$ cat src/rtl/quad_bingo_launch_pkg.sv
// rtl/quad_bingo_launch_pkg.sv - shared constants and types for the quad launch controller
//
// Purpose: register offsets, channel stride, channel state encoding, bit
// positions inside CTRL/STATUS/IRQ, default register-interface structs and a
// byte-strobe merge helper. Imported by the channel and the top module.
package quad_bingo_launch_pkg;

  // Address space layout
  localparam int unsigned ChStride   = 32'h20;
  localparam logic [4:0]  RegBaseLo  = 5'h00;
  localparam logic [4:0]  RegBaseHi  = 5'h04;
  localparam logic [4:0]  RegNumTask = 5'h08;
  localparam logic [4:0]  RegCtrl    = 5'h0C;
  localparam logic [4:0]  RegStatus  = 5'h10;
  localparam logic [4:0]  RegDoneCnt = 5'h14;
  localparam logic [4:0]  RegIrq     = 5'h18;
  localparam logic [4:0]  RegTimeout = 5'h1C;

  // Bit positions
  localparam int unsigned CtrlStartBit     = 0;
  localparam int unsigned CtrlAbortBit     = 1;
  localparam int unsigned StatusErrBit     = 2;
  localparam int unsigned StatusTimeoutBit = 3;
  localparam int unsigned IrqPendingBit    = 0;
  localparam int unsigned IrqEnableBit     = 1;

  typedef enum logic [1:0] {
    StIdle = 2'd0,
    StReq  = 2'd1,
    StRun  = 2'd2
  } ch_state_e;

  typedef struct packed {
    logic [31:0] addr;
    logic        write;
    logic [31:0] wdata;
    logic [3:0]  wstrb;
    logic        valid;
  } reg_req_struct_t;

  typedef struct packed {
    logic [31:0] rdata;
    logic        error;
    logic        ready;
  } reg_rsp_struct_t;

  // Merge write data into a 32-bit register, byte lane by byte lane.
  function automatic logic [31:0] apply_strb(input logic [31:0] cur,
                                             input logic [31:0] wdata,
                                             input logic [3:0]  wstrb);
    logic [31:0] r;
    r = cur;
    for (int b = 0; b < 4; b++) begin
      if (wstrb[b]) r[8*b +: 8] = wdata[8*b +: 8];
    end
    return r;
  endfunction

endpackage

$ cat src/rtl/quad_bingo_launch_channel.sv
// rtl/quad_bingo_launch_channel.sv - one launch channel: registers, FSM, counters
//
// Purpose: holds a channel's BASE/NUM_TASK/IRQ/TIMEOUT registers, the
// IDLE->REQ->RUN launch FSM, launch snapshots, DONE_CNT and pending/enable.
// Optional feature macro: QUAD_LAUNCH_TIMEOUT_EN (run-time watchdog).
// Ports:
//   clk_i, rst_ni              clock, async active-low reset
//   sel_i/write_i/off_i/...    decoded register access for this channel
//   rdata_o, err_o             combinational read data / access error
//   launch_*                   valid/ready launch to the HW manager
//   done_i, abort_o            completion pulse in, abort pulse out
//   busy_o, irq_o              not-idle flag, pending & enable
module quad_bingo_launch_channel
  import quad_bingo_launch_pkg::*;
#(
  parameter int unsigned AddrWidth = 48
) (
  input  logic                 clk_i,
  input  logic                 rst_ni,
  input  logic                 sel_i,
  input  logic                 write_i,
  input  logic [4:0]           off_i,
  input  logic [31:0]          wdata_i,
  input  logic [3:0]           wstrb_i,
  output logic [31:0]          rdata_o,
  output logic                 err_o,
  output logic                 launch_valid_o,
  input  logic                 launch_ready_i,
  output logic [AddrWidth-1:0] launch_base_addr_o,
  output logic [31:0]          launch_num_task_o,
  input  logic                 done_i,
  output logic                 abort_o,
  output logic                 busy_o,
  output logic                 irq_o
);

  localparam int unsigned HiW = AddrWidth - 32;

  ch_state_e            state_q, state_d;
  logic [AddrWidth-1:0] base_q, base_d;
  logic [31:0]          num_task_q, num_task_d;
  logic [AddrWidth-1:0] snap_base_q, snap_base_d;
  logic [31:0]          snap_num_q, snap_num_d;
  logic [31:0]          done_cnt_q, done_cnt_d;
  logic                 pending_q, pending_d;
  logic                 enable_q, enable_d;
  logic                 err_q, err_d;
  logic                 tmo_q, tmo_d;
  logic                 abort_q, abort_d;
`ifdef QUAD_LAUNCH_TIMEOUT_EN
  logic [31:0]          timeout_q, timeout_d;
  logic [31:0]          tcnt_q, tcnt_d;
`endif

  logic wr, idle, start_req, abort_req;

  assign wr   = sel_i & write_i;
  assign idle = (state_q == StIdle);
  // Both bits set counts as start only.
  assign start_req = wr && (off_i == RegCtrl) && wstrb_i[0] && wdata_i[CtrlStartBit];
  assign abort_req = wr && (off_i == RegCtrl) && wstrb_i[0] &&
                     wdata_i[CtrlAbortBit] && !wdata_i[CtrlStartBit];

  always_comb begin
    state_d     = state_q;
    base_d      = base_q;
    num_task_d  = num_task_q;
    snap_base_d = snap_base_q;
    snap_num_d  = snap_num_q;
    done_cnt_d  = done_cnt_q;
    pending_d   = pending_q;
    enable_d    = enable_q;
    err_d       = err_q;
    tmo_d       = tmo_q;
    abort_d     = 1'b0;
    err_o       = 1'b0;
`ifdef QUAD_LAUNCH_TIMEOUT_EN
    timeout_d   = timeout_q;
    tcnt_d      = tcnt_q;
`endif

    // Software register writes; launch parameters are frozen while busy.
    if (wr) begin
      case (off_i)
        RegBaseLo: begin
          if (idle) base_d[31:0] = apply_strb(base_q[31:0], wdata_i, wstrb_i);
          else      err_o = 1'b1;
        end
        RegBaseHi: begin
          if (idle) base_d[AddrWidth-1:32] =
                      HiW'(apply_strb(32'(base_q[AddrWidth-1:32]), wdata_i, wstrb_i));
          else      err_o = 1'b1;
        end
        RegNumTask: begin
          if (idle) num_task_d = apply_strb(num_task_q, wdata_i, wstrb_i);
          else      err_o = 1'b1;
        end
        RegCtrl: begin
          if (start_req && !idle) err_o = 1'b1;
        end
        RegDoneCnt: done_cnt_d = '0;
        RegIrq: begin
          if (wstrb_i[0]) begin
            if (wdata_i[IrqPendingBit]) pending_d = 1'b0;
            enable_d = wdata_i[IrqEnableBit];
          end
        end
`ifdef QUAD_LAUNCH_TIMEOUT_EN
        RegTimeout: timeout_d = apply_strb(timeout_q, wdata_i, wstrb_i);
`endif
        default: ;
      endcase
    end

    // FSM runs after the register writes so hardware pending-set and the
    // DONE_CNT increment take precedence over a same-cycle W1C / clear.
    case (state_q)
      StIdle: begin
        if (start_req) begin
          if (num_task_q != '0) begin
            snap_base_d = base_q;
            snap_num_d  = num_task_q;
            err_d       = 1'b0;
            tmo_d       = 1'b0;
            state_d     = StReq;
          end else begin
            err_d = 1'b1;
          end
        end
      end
      StReq: begin
        if (launch_ready_i) begin
          state_d = StRun;
`ifdef QUAD_LAUNCH_TIMEOUT_EN
          tcnt_d  = '0;
`endif
        end
      end
      StRun: begin
        if (done_i) begin
          state_d   = StIdle;
          pending_d = 1'b1;
          if (done_cnt_d != '1) done_cnt_d = done_cnt_d + 32'd1;
        end else if (abort_req) begin
          state_d   = StIdle;
          pending_d = 1'b1;
          abort_d   = 1'b1;
        end
`ifdef QUAD_LAUNCH_TIMEOUT_EN
        // Fires on the cycle the count reaches TIMEOUT, so abort_o lands
        // exactly TIMEOUT cycles after entering RUN.
        else if ((timeout_q != '0) && ((tcnt_q + 32'd1) == timeout_q)) begin
          state_d   = StIdle;
          pending_d = 1'b1;
          abort_d   = 1'b1;
          tmo_d     = 1'b1;
        end else begin
          tcnt_d = tcnt_q + 32'd1;
        end
`endif
      end
      default: state_d = StIdle;
    endcase
  end

  always_ff @(posedge clk_i or negedge rst_ni) begin
    if (!rst_ni) begin
      state_q     <= StIdle;
      base_q      <= '0;
      num_task_q  <= '0;
      snap_base_q <= '0;
      snap_num_q  <= '0;
      done_cnt_q  <= '0;
      pending_q   <= 1'b0;
      enable_q    <= 1'b0;
      err_q       <= 1'b0;
      tmo_q       <= 1'b0;
      abort_q     <= 1'b0;
`ifdef QUAD_LAUNCH_TIMEOUT_EN
      timeout_q   <= '0;
      tcnt_q      <= '0;
`endif
    end else begin
      state_q     <= state_d;
      base_q      <= base_d;
      num_task_q  <= num_task_d;
      snap_base_q <= snap_base_d;
      snap_num_q  <= snap_num_d;
      done_cnt_q  <= done_cnt_d;
      pending_q   <= pending_d;
      enable_q    <= enable_d;
      err_q       <= err_d;
      tmo_q       <= tmo_d;
      abort_q     <= abort_d;
`ifdef QUAD_LAUNCH_TIMEOUT_EN
      timeout_q   <= timeout_d;
      tcnt_q      <= tcnt_d;
`endif
    end
  end

  always_comb begin
    rdata_o = '0;
    case (off_i)
      RegBaseLo:  rdata_o = base_q[31:0];
      RegBaseHi:  rdata_o = 32'(base_q[AddrWidth-1:32]);
      RegNumTask: rdata_o = num_task_q;
      RegStatus: begin
        rdata_o[1:0]             = state_q;
        rdata_o[StatusErrBit]     = err_q;
        rdata_o[StatusTimeoutBit] = tmo_q;
      end
      RegDoneCnt: rdata_o = done_cnt_q;
      RegIrq: begin
        rdata_o[IrqPendingBit] = pending_q;
        rdata_o[IrqEnableBit]  = enable_q;
      end
`ifdef QUAD_LAUNCH_TIMEOUT_EN
      RegTimeout: rdata_o = timeout_q;
`endif
      default: rdata_o = '0;
    endcase
  end

  assign launch_valid_o     = (state_q == StReq);
  assign launch_base_addr_o = snap_base_q;
  assign launch_num_task_o  = snap_num_q;
  assign abort_o            = abort_q;
  assign busy_o             = !idle;
  assign irq_o              = pending_q & enable_q;

endmodule

$ cat src/rtl/quad_bingo_launch_ctrl.sv
// rtl/quad_bingo_launch_ctrl.sv - multi-channel task-launch controller top
//
// Purpose: register-interface slave with address decoder and response mux,
// NumChannels launch channels, and the OR-reduced interrupt.
// Optional feature macro: QUAD_LAUNCH_TIMEOUT_EN (handled in the channel).
// Ports:
//   clk_i, rst_ni         clock, async active-low reset
//   reg_req_i, reg_rsp_o  register request / combinational response
//   launch_valid_o/ready  per-channel launch handshake
//   launch_base_addr_o    per-channel snapshotted base address
//   launch_num_task_o     per-channel snapshotted task count
//   done_i, abort_o       per-channel completion in / abort pulse out
//   busy_o                per-channel not-idle
//   irq_o                 OR of pending & enable over channels
module quad_bingo_launch_ctrl
  import quad_bingo_launch_pkg::*;
#(
  parameter int unsigned NumChannels = 2,
  parameter int unsigned AddrWidth   = 48,
  parameter type         reg_req_t   = reg_req_struct_t,
  parameter type         reg_rsp_t   = reg_rsp_struct_t
) (
  input  logic                                  clk_i,
  input  logic                                  rst_ni,
  input  reg_req_t                              reg_req_i,
  output reg_rsp_t                              reg_rsp_o,
  output logic [NumChannels-1:0]                launch_valid_o,
  input  logic [NumChannels-1:0]                launch_ready_i,
  output logic [NumChannels-1:0][AddrWidth-1:0] launch_base_addr_o,
  output logic [NumChannels-1:0][31:0]          launch_num_task_o,
  input  logic [NumChannels-1:0]                done_i,
  output logic [NumChannels-1:0]                abort_o,
  output logic [NumChannels-1:0]                busy_o,
  output logic                                  irq_o
);

  // Block index = address / channel stride; INFO sits right after the last channel.
  logic [26:0] blk;
  logic        aligned, ch_hit, info_hit;
  logic [NumChannels-1:0]       ch_sel, ch_err, ch_irq;
  logic [NumChannels-1:0][31:0] ch_rdata;
  reg_rsp_t    rsp;

  assign blk      = reg_req_i.addr[31:5];
  assign aligned  = (reg_req_i.addr[1:0] == 2'b00);
  assign ch_hit   = aligned && (blk < 27'(NumChannels));
  assign info_hit = (blk == 27'(NumChannels)) && (reg_req_i.addr[4:0] == 5'h00);

  for (genvar i = 0; i < NumChannels; i++) begin : g_ch
    assign ch_sel[i] = reg_req_i.valid && ch_hit && (blk == 27'(i));

    quad_bingo_launch_channel #(
      .AddrWidth (AddrWidth)
    ) u_channel (
      .clk_i              (clk_i),
      .rst_ni             (rst_ni),
      .sel_i              (ch_sel[i]),
      .write_i            (reg_req_i.write),
      .off_i              ({reg_req_i.addr[4:2], 2'b00}),
      .wdata_i            (reg_req_i.wdata),
      .wstrb_i            (reg_req_i.wstrb),
      .rdata_o            (ch_rdata[i]),
      .err_o              (ch_err[i]),
      .launch_valid_o     (launch_valid_o[i]),
      .launch_ready_i     (launch_ready_i[i]),
      .launch_base_addr_o (launch_base_addr_o[i]),
      .launch_num_task_o  (launch_num_task_o[i]),
      .done_i             (done_i[i]),
      .abort_o            (abort_o[i]),
      .busy_o             (busy_o[i]),
      .irq_o              (ch_irq[i])
    );
  end

  always_comb begin
    rsp       = '0;
    rsp.ready = 1'b1;
    if (ch_hit) begin
      for (int i = 0; i < NumChannels; i++) begin
        if (blk == 27'(i)) begin
          rsp.rdata = ch_rdata[i];
          rsp.error = ch_err[i];
        end
      end
    end else if (info_hit) begin
      rsp.rdata = {16'h0000, 8'(AddrWidth), 8'(NumChannels)};
    end else begin
      rsp.error = reg_req_i.valid;
    end
  end

  assign reg_rsp_o = rsp;
  assign irq_o     = |ch_irq;

endmodule

$ cat config.mk
export PLATFORM = sky130hd
export DESIGN_NAME = quad_bingo_launch_ctrl
export DESIGN_NICKNAME = d
export VERILOG_FILES = /design/src/rtl/quad_bingo_launch_pkg.sv /design/src/rtl/quad_bingo_launch_channel.sv /design/src/rtl/quad_bingo_launch_ctrl.sv
export SDC_FILE = /design/constraint.sdc
export NUM_CORES = 1
export LEC_CHECK = 0
export ABC_AREA = 1
export CAP_MARGIN = 20
export CORE_MARGIN = 3
export CORE_UTILIZATION = 40
export CTS_BUF_LIST = sky130_fd_sc_hd__clkbuf_16
export CTS_CLUSTER_DIAMETER = 120
export DETAILED_ROUTE_END_ITERATION = 8
export MAX_ROUTING_LAYER = met4
export PLACE_DENSITY = 0.62
export RECOVER_POWER = 25
export SLEW_MARGIN = 0
export SYNTH_ARGS = -nofsm -noshare
export SYNTH_HDL_FRONTEND = slang
export SYNTH_SLANG_ARGS = --single-unit
$ cat constraint.sdc
create_clock -name clk_i -period 2.46 [get_ports clk_i]
set_clock_uncertainty 0.15 [all_clocks]
set_input_delay 0.369 -clock clk_i [delete_from_list [all_inputs] [get_ports clk_i]]
set_output_delay 0.369 -clock clk_i [all_outputs]
set_load 0.05 [all_outputs]
==> metrics.cfg <==
[global_routing]
global_route_wire_length_before_repair_um = 112000
grt_antenna_before_repair = 6
grt_overflow_total = 0
largest_net_degree_at_the_start_of_global_routing = 74
grt_resource_usage_total_pct = 30.1
first_global_vias = 19010

[worst_setup_path]
worstPathArrival_ps = 2200
cp_num_buf_inv = 6
startpoint = reg_req_i[65]
worstSetupPathType = primary input to primary output
regToRegStartpoint = g_ch[1].u_channel.num_task_q[2]$_DFFE_PN0P_
worst_r2r_path_depth = 12
critical_path.max_stage_delay_ps = 280
cpLargestDelayFamily = buffers and inverters
timing.critical_path.to = reg_rsp_o[11]
timing.critical_path.fanout_max = 6
required_time_worst_endpoint_ps = 1940
worst-r2r-setup-slack_ps = -10
path_cells = buf_8 -> nor2_4 -> nand2_2 -> nor2_4 -> nand2_4 -> buf_6 -> nor2_4 -> nand2_4 -> inv_8 -> buf_12 -> buf_12 -> o21ai_4 -> a211oi_4 -> buf_6
cp-end-kind = primary output
cpMaxStageDelayCell = sky130_fd_sc_hd__a211oi_4
reg2reg_to = g_ch[1].u_channel.launch_base_addr_o[43]$_DFFE_PN0P_
crit_top_cell = sky130_fd_sc_hd__nor2_4
critPathLaunchType = primary input
worstSetupPathDepth = 14

[drt]
drt_first_pass_iters = 5
detail_route.drc_violations = 0
via_count_of_the_routed_design = 19413
drt-total-wl_um = 77500
avgViaCountPerCell = 5.32
drt_first_iter_violations = 1892
antenna_left = 0
avgRoutedWirePerCell_um = 21.2

[floorplan]
core-area_um2 = 46800
die_height_um = 224
floorplan.initialDensity_pct = 40.7
die_width_um = 224
rows = 79
die-area_um2 = 50200
io-pin-count = 277

[timing]
timing_max_transition_violations_final = 0
hold_violations = 0
finalWorstPathRequiredPeriod_ps = 2720
post-route-period-util_pct = 111
final-setup-viol-count = 76
fmaxAchievable_mhz = 367
post-route-worst-setup-slack_ps = -262
least_margin_pin_slew_ps = 1440
max-slew-margin-rel_pct = 3.84
grt_setup_unrepaired = true

[pwr]
total_leakage_power_nw = 13.6
power_per_cell_area_nw_per_um2 = 493
largest_voltage_drop_on_the_vdd_net_uv = 437
power_w = 0.0152

[synthesis]
yosysUniqueCellTypes = 52
synthesis.area_um2 = 19000
synth_top_flop_cell = sky130_fd_sc_hd__dfrtp_1
netlist_instances = 2360
synth-seq-cells = 396
synth_warnings = 0
syn_avg_cell_area_um2 = 8.06
synth-edff-count = 0
synth-async-reset-ratio_pct = 100
post_synthesis_sequential_area_ratio_pct = 52.1
net_count_after_synthesis = 2438

[clock_tree]
clock_tree.htree_level_count = 2
tritoncts = built
cts_max_path_buffers = 3
clock_transition_at_path_regs_ps = 60
cts_buffers = 46
clk-insertion-delay-late_ps = 590
clock_sinks = 396
clock-root-buffer = sky130_fd_sc_hd__clkbuf_16

[placement]
final_estimated_routing_congestion_in_global_placement = 0.941
placed_instance_area_um2 = 25400
dp_slack_ps = -1010
hpwlAfterDp_um = 53600
placed_cells_incl_taps = 3454
numPortBuffers = 275

[cells_and_area]
drive_gt1_share_pct = 31.8
fin_nets = 3085
final_design_area_no_fill_um2 = 30800
syn2layout_area_growth_pct = 62.0
fin_util_pct = 65.9
fill_cells = 3735
stdcell_count = 3649

[status]
failing_checks = negative setup slack
outcome = complete, but fails checks

[job]
cap_violations = 0

[worst_hold_path]
type_of_the_most_critical_hold_path = primary input to flop

==> final cells by class <==
type                    count  area (µm²)  share of cell area (%)
repair inverters            4        85.1                   0.276
clock inverters            34         345                    1.12
inverters                 332        1350                    4.37
diodes                      2        5.00                  0.0162
repair buffers            697        7470                    24.3
flip-flops and latches    396        9910                    32.2
clock buffers              47        1180                    3.82
multi-input cells        1530        9700                    31.5
well taps                 607         759                    2.47
==> flip-flops by register name, summed over array words and instances (netlist names) <==
| register | flops |
|---|---|
| g_ch.u_channel.pending_q | 2 |
| g_ch.u_channel.err_q | 2 |
| g_ch.u_channel.abort_o | 2 |
| g_ch.u_channel.launch_num_task_o | 64 |
| g_ch.u_channel.launch_base_addr_o | 96 |
| g_ch.u_channel.state_q | 4 |
| g_ch.u_channel.done_cnt_q | 64 |
| g_ch.u_channel.num_task_q | 64 |
| g_ch.u_channel.enable_q | 2 |
| g_ch.u_channel.base_q | 96 |
==> placed cells by master, fill, tap and decap left out, types with 61 or more instances in the layout <==
cell / count
sky130_fd_sc_hd__buf_4: 269
sky130_fd_sc_hd__buf_6: 100
sky130_fd_sc_hd__clkdlybuf4s50_1: 202
sky130_fd_sc_hd__dfrtp_1: 394
sky130_fd_sc_hd__inv_1: 298
sky130_fd_sc_hd__nand2_1: 544
sky130_fd_sc_hd__nand2_2: 61
sky130_fd_sc_hd__nand3_1: 66
sky130_fd_sc_hd__nor2_1: 116
sky130_fd_sc_hd__o21ai_0: 183
sky130_fd_sc_hd__o21ai_1: 129
==> logic make-up (layout without fill, tap and decap cells) <==
| group | count (synthesis) | after routing | synth area share, % |
|---|---|---|---|
| and+or+nand+nor | 999 | 999 | 22.2 |
| AOI/OAI and AO/OA | 490 | 490 | 14.4 |
| buffers and inverters | 434 | 1114 | 9.36 |
| DFF | 396 | 396 | 52.1 |
| xor gates and xnor gates | 38 | 38 | 1.75 |
| adders and majority gates | 2 | 2 | 0.132 |
| other | 1 | 3 | 0.0197 |
==> worst min path at each step <==
stage | startpoint | to | slack, ps | depth (start not counted)
after floorplan | rst_ni | g_ch[0].u_channel.abort_o$_DFF_PN0_ | -80 | 0
after global placement | rst_ni | g_ch[1].u_channel.launch_num_task_o[20]$_DFFE_PN0P_ | 180 | 1
after detailed placement | rst_ni | g_ch[1].u_channel.launch_num_task_o[16]$_DFFE_PN0P_ | 170 | 1
after CTS | rst_ni | g_ch[1].u_channel.done_cnt_q[25]$_DFF_PN0_ | 160 | 2
after global routing | launch_ready_i[1] | g_ch[1].u_channel.state_q[1]$_DFFE_PN0P_ | 290 | 3
final | launch_ready_i[0] | g_ch[0].u_channel.state_q[1]$_DFFE_PN0P_ | 280 | 3
==> cell usage after synthesis (3+ instances only) <==
master / number / share of area, %
sky130_fd_sc_hd__nand2_1: 625 / 12
sky130_fd_sc_hd__dfrtp_1: 396 / 52
sky130_fd_sc_hd__inv_1: 315 / 6.2
sky130_fd_sc_hd__o21ai_0: 213 / 5.6
sky130_fd_sc_hd__nor2_1: 172 / 3.4
sky130_fd_sc_hd__o21ai_1: 130 / 3.4
sky130_fd_sc_hd__nand3_1: 93 / 2.4
sky130_fd_sc_hd__o22ai_1: 52 / 1.7
sky130_fd_sc_hd__clkbuf_1: 51 / 1.0
sky130_fd_sc_hd__a21oi_1: 31 / 0.82
sky130_fd_sc_hd__xor2_1: 29 / 1.3
sky130_fd_sc_hd__nand4_1: 25 / 0.82
sky130_fd_sc_hd__nor3_1: 23 / 0.61
sky130_fd_sc_hd__nor4_1: 17 / 0.56
sky130_fd_sc_hd__buf_2: 16 / 0.42
sky130_fd_sc_hd__inv_2: 14 / 0.28
sky130_fd_sc_hd__buf_1: 12 / 0.24
sky130_fd_sc_hd__buf_4: 12 / 0.47
sky130_fd_sc_hd__nor2_2: 12 / 0.39
sky130_fd_sc_hd__o31ai_1: 12 / 0.47
sky130_fd_sc_hd__buf_6: 11 / 0.65
sky130_fd_sc_hd__a211oi_1: 10 / 0.39
sky130_fd_sc_hd__o221ai_1: 10 / 0.46
sky130_fd_sc_hd__xnor2_1: 9 / 0.41
sky130_fd_sc_hd__a2111oi_0: 8 / 0.37
sky130_fd_sc_hd__nand2_2: 8 / 0.26
sky130_fd_sc_hd__a221oi_1: 4 / 0.18
sky130_fd_sc_hd__nand2_4: 4 / 0.24
sky130_fd_sc_hd__o2111ai_1: 4 / 0.18
sky130_fd_sc_hd__nand3_2: 3 / 0.16
sky130_fd_sc_hd__nand3b_1: 3 / 0.12
sky130_fd_sc_hd__nor2_4: 3 / 0.18
sky130_fd_sc_hd__o211ai_1: 3 / 0.12
sky130_fd_sc_hd__o21ai_2: 3 / 0.14
==> where the power goes <==
part	leakage [nW]	switching, W	internal [W]
combinational	7.42	0.000934	0.000590
clock	0.764	0.00290	0.00410
sequential	5.43	0.0000787	0.00659
total	13.6	0.00391	0.0113
==> worst min-delay path, cell delays in order <==
cell and delay, ps:
sky130_fd_sc_hd__clkdlybuf4s50_1 400, sky130_fd_sc_hd__nor2_1 140, sky130_fd_sc_hd__a21oi_1 50
==> stage by stage <==
stage               hold WS (ps)  setup TNS (ps)
floorplan                  -76.6          -30620
global placement             176         -258760
detailed placement           172         -273690
CTS                          162           -2850
global route                 287          -23420
finish                       280           -8410
==> repair_timing <==
item / CTS / global route
hold endpoints to repair: 137 / 0
endpoints found under the setup margin: 265 / 178
pin swaps: 127 / 100
resized for setup: 507 / 256
hold buffers: 1 / 0
gates cloned: 11 / 19
setup buffers: 65 / 48
==> metal layers <==
metal / track usage (%) / vias to the layer above / part of all wire (%)
li1: - / 8960 / -
met1: 39.7 / 9558 / 42
met2: 46.5 / 718 / 47
met3: 5.92 / 177 / 6.6
met4: 10.6 / 0 / 3.6
met5: - / - / 0
(Power assumes the default switching activity.)
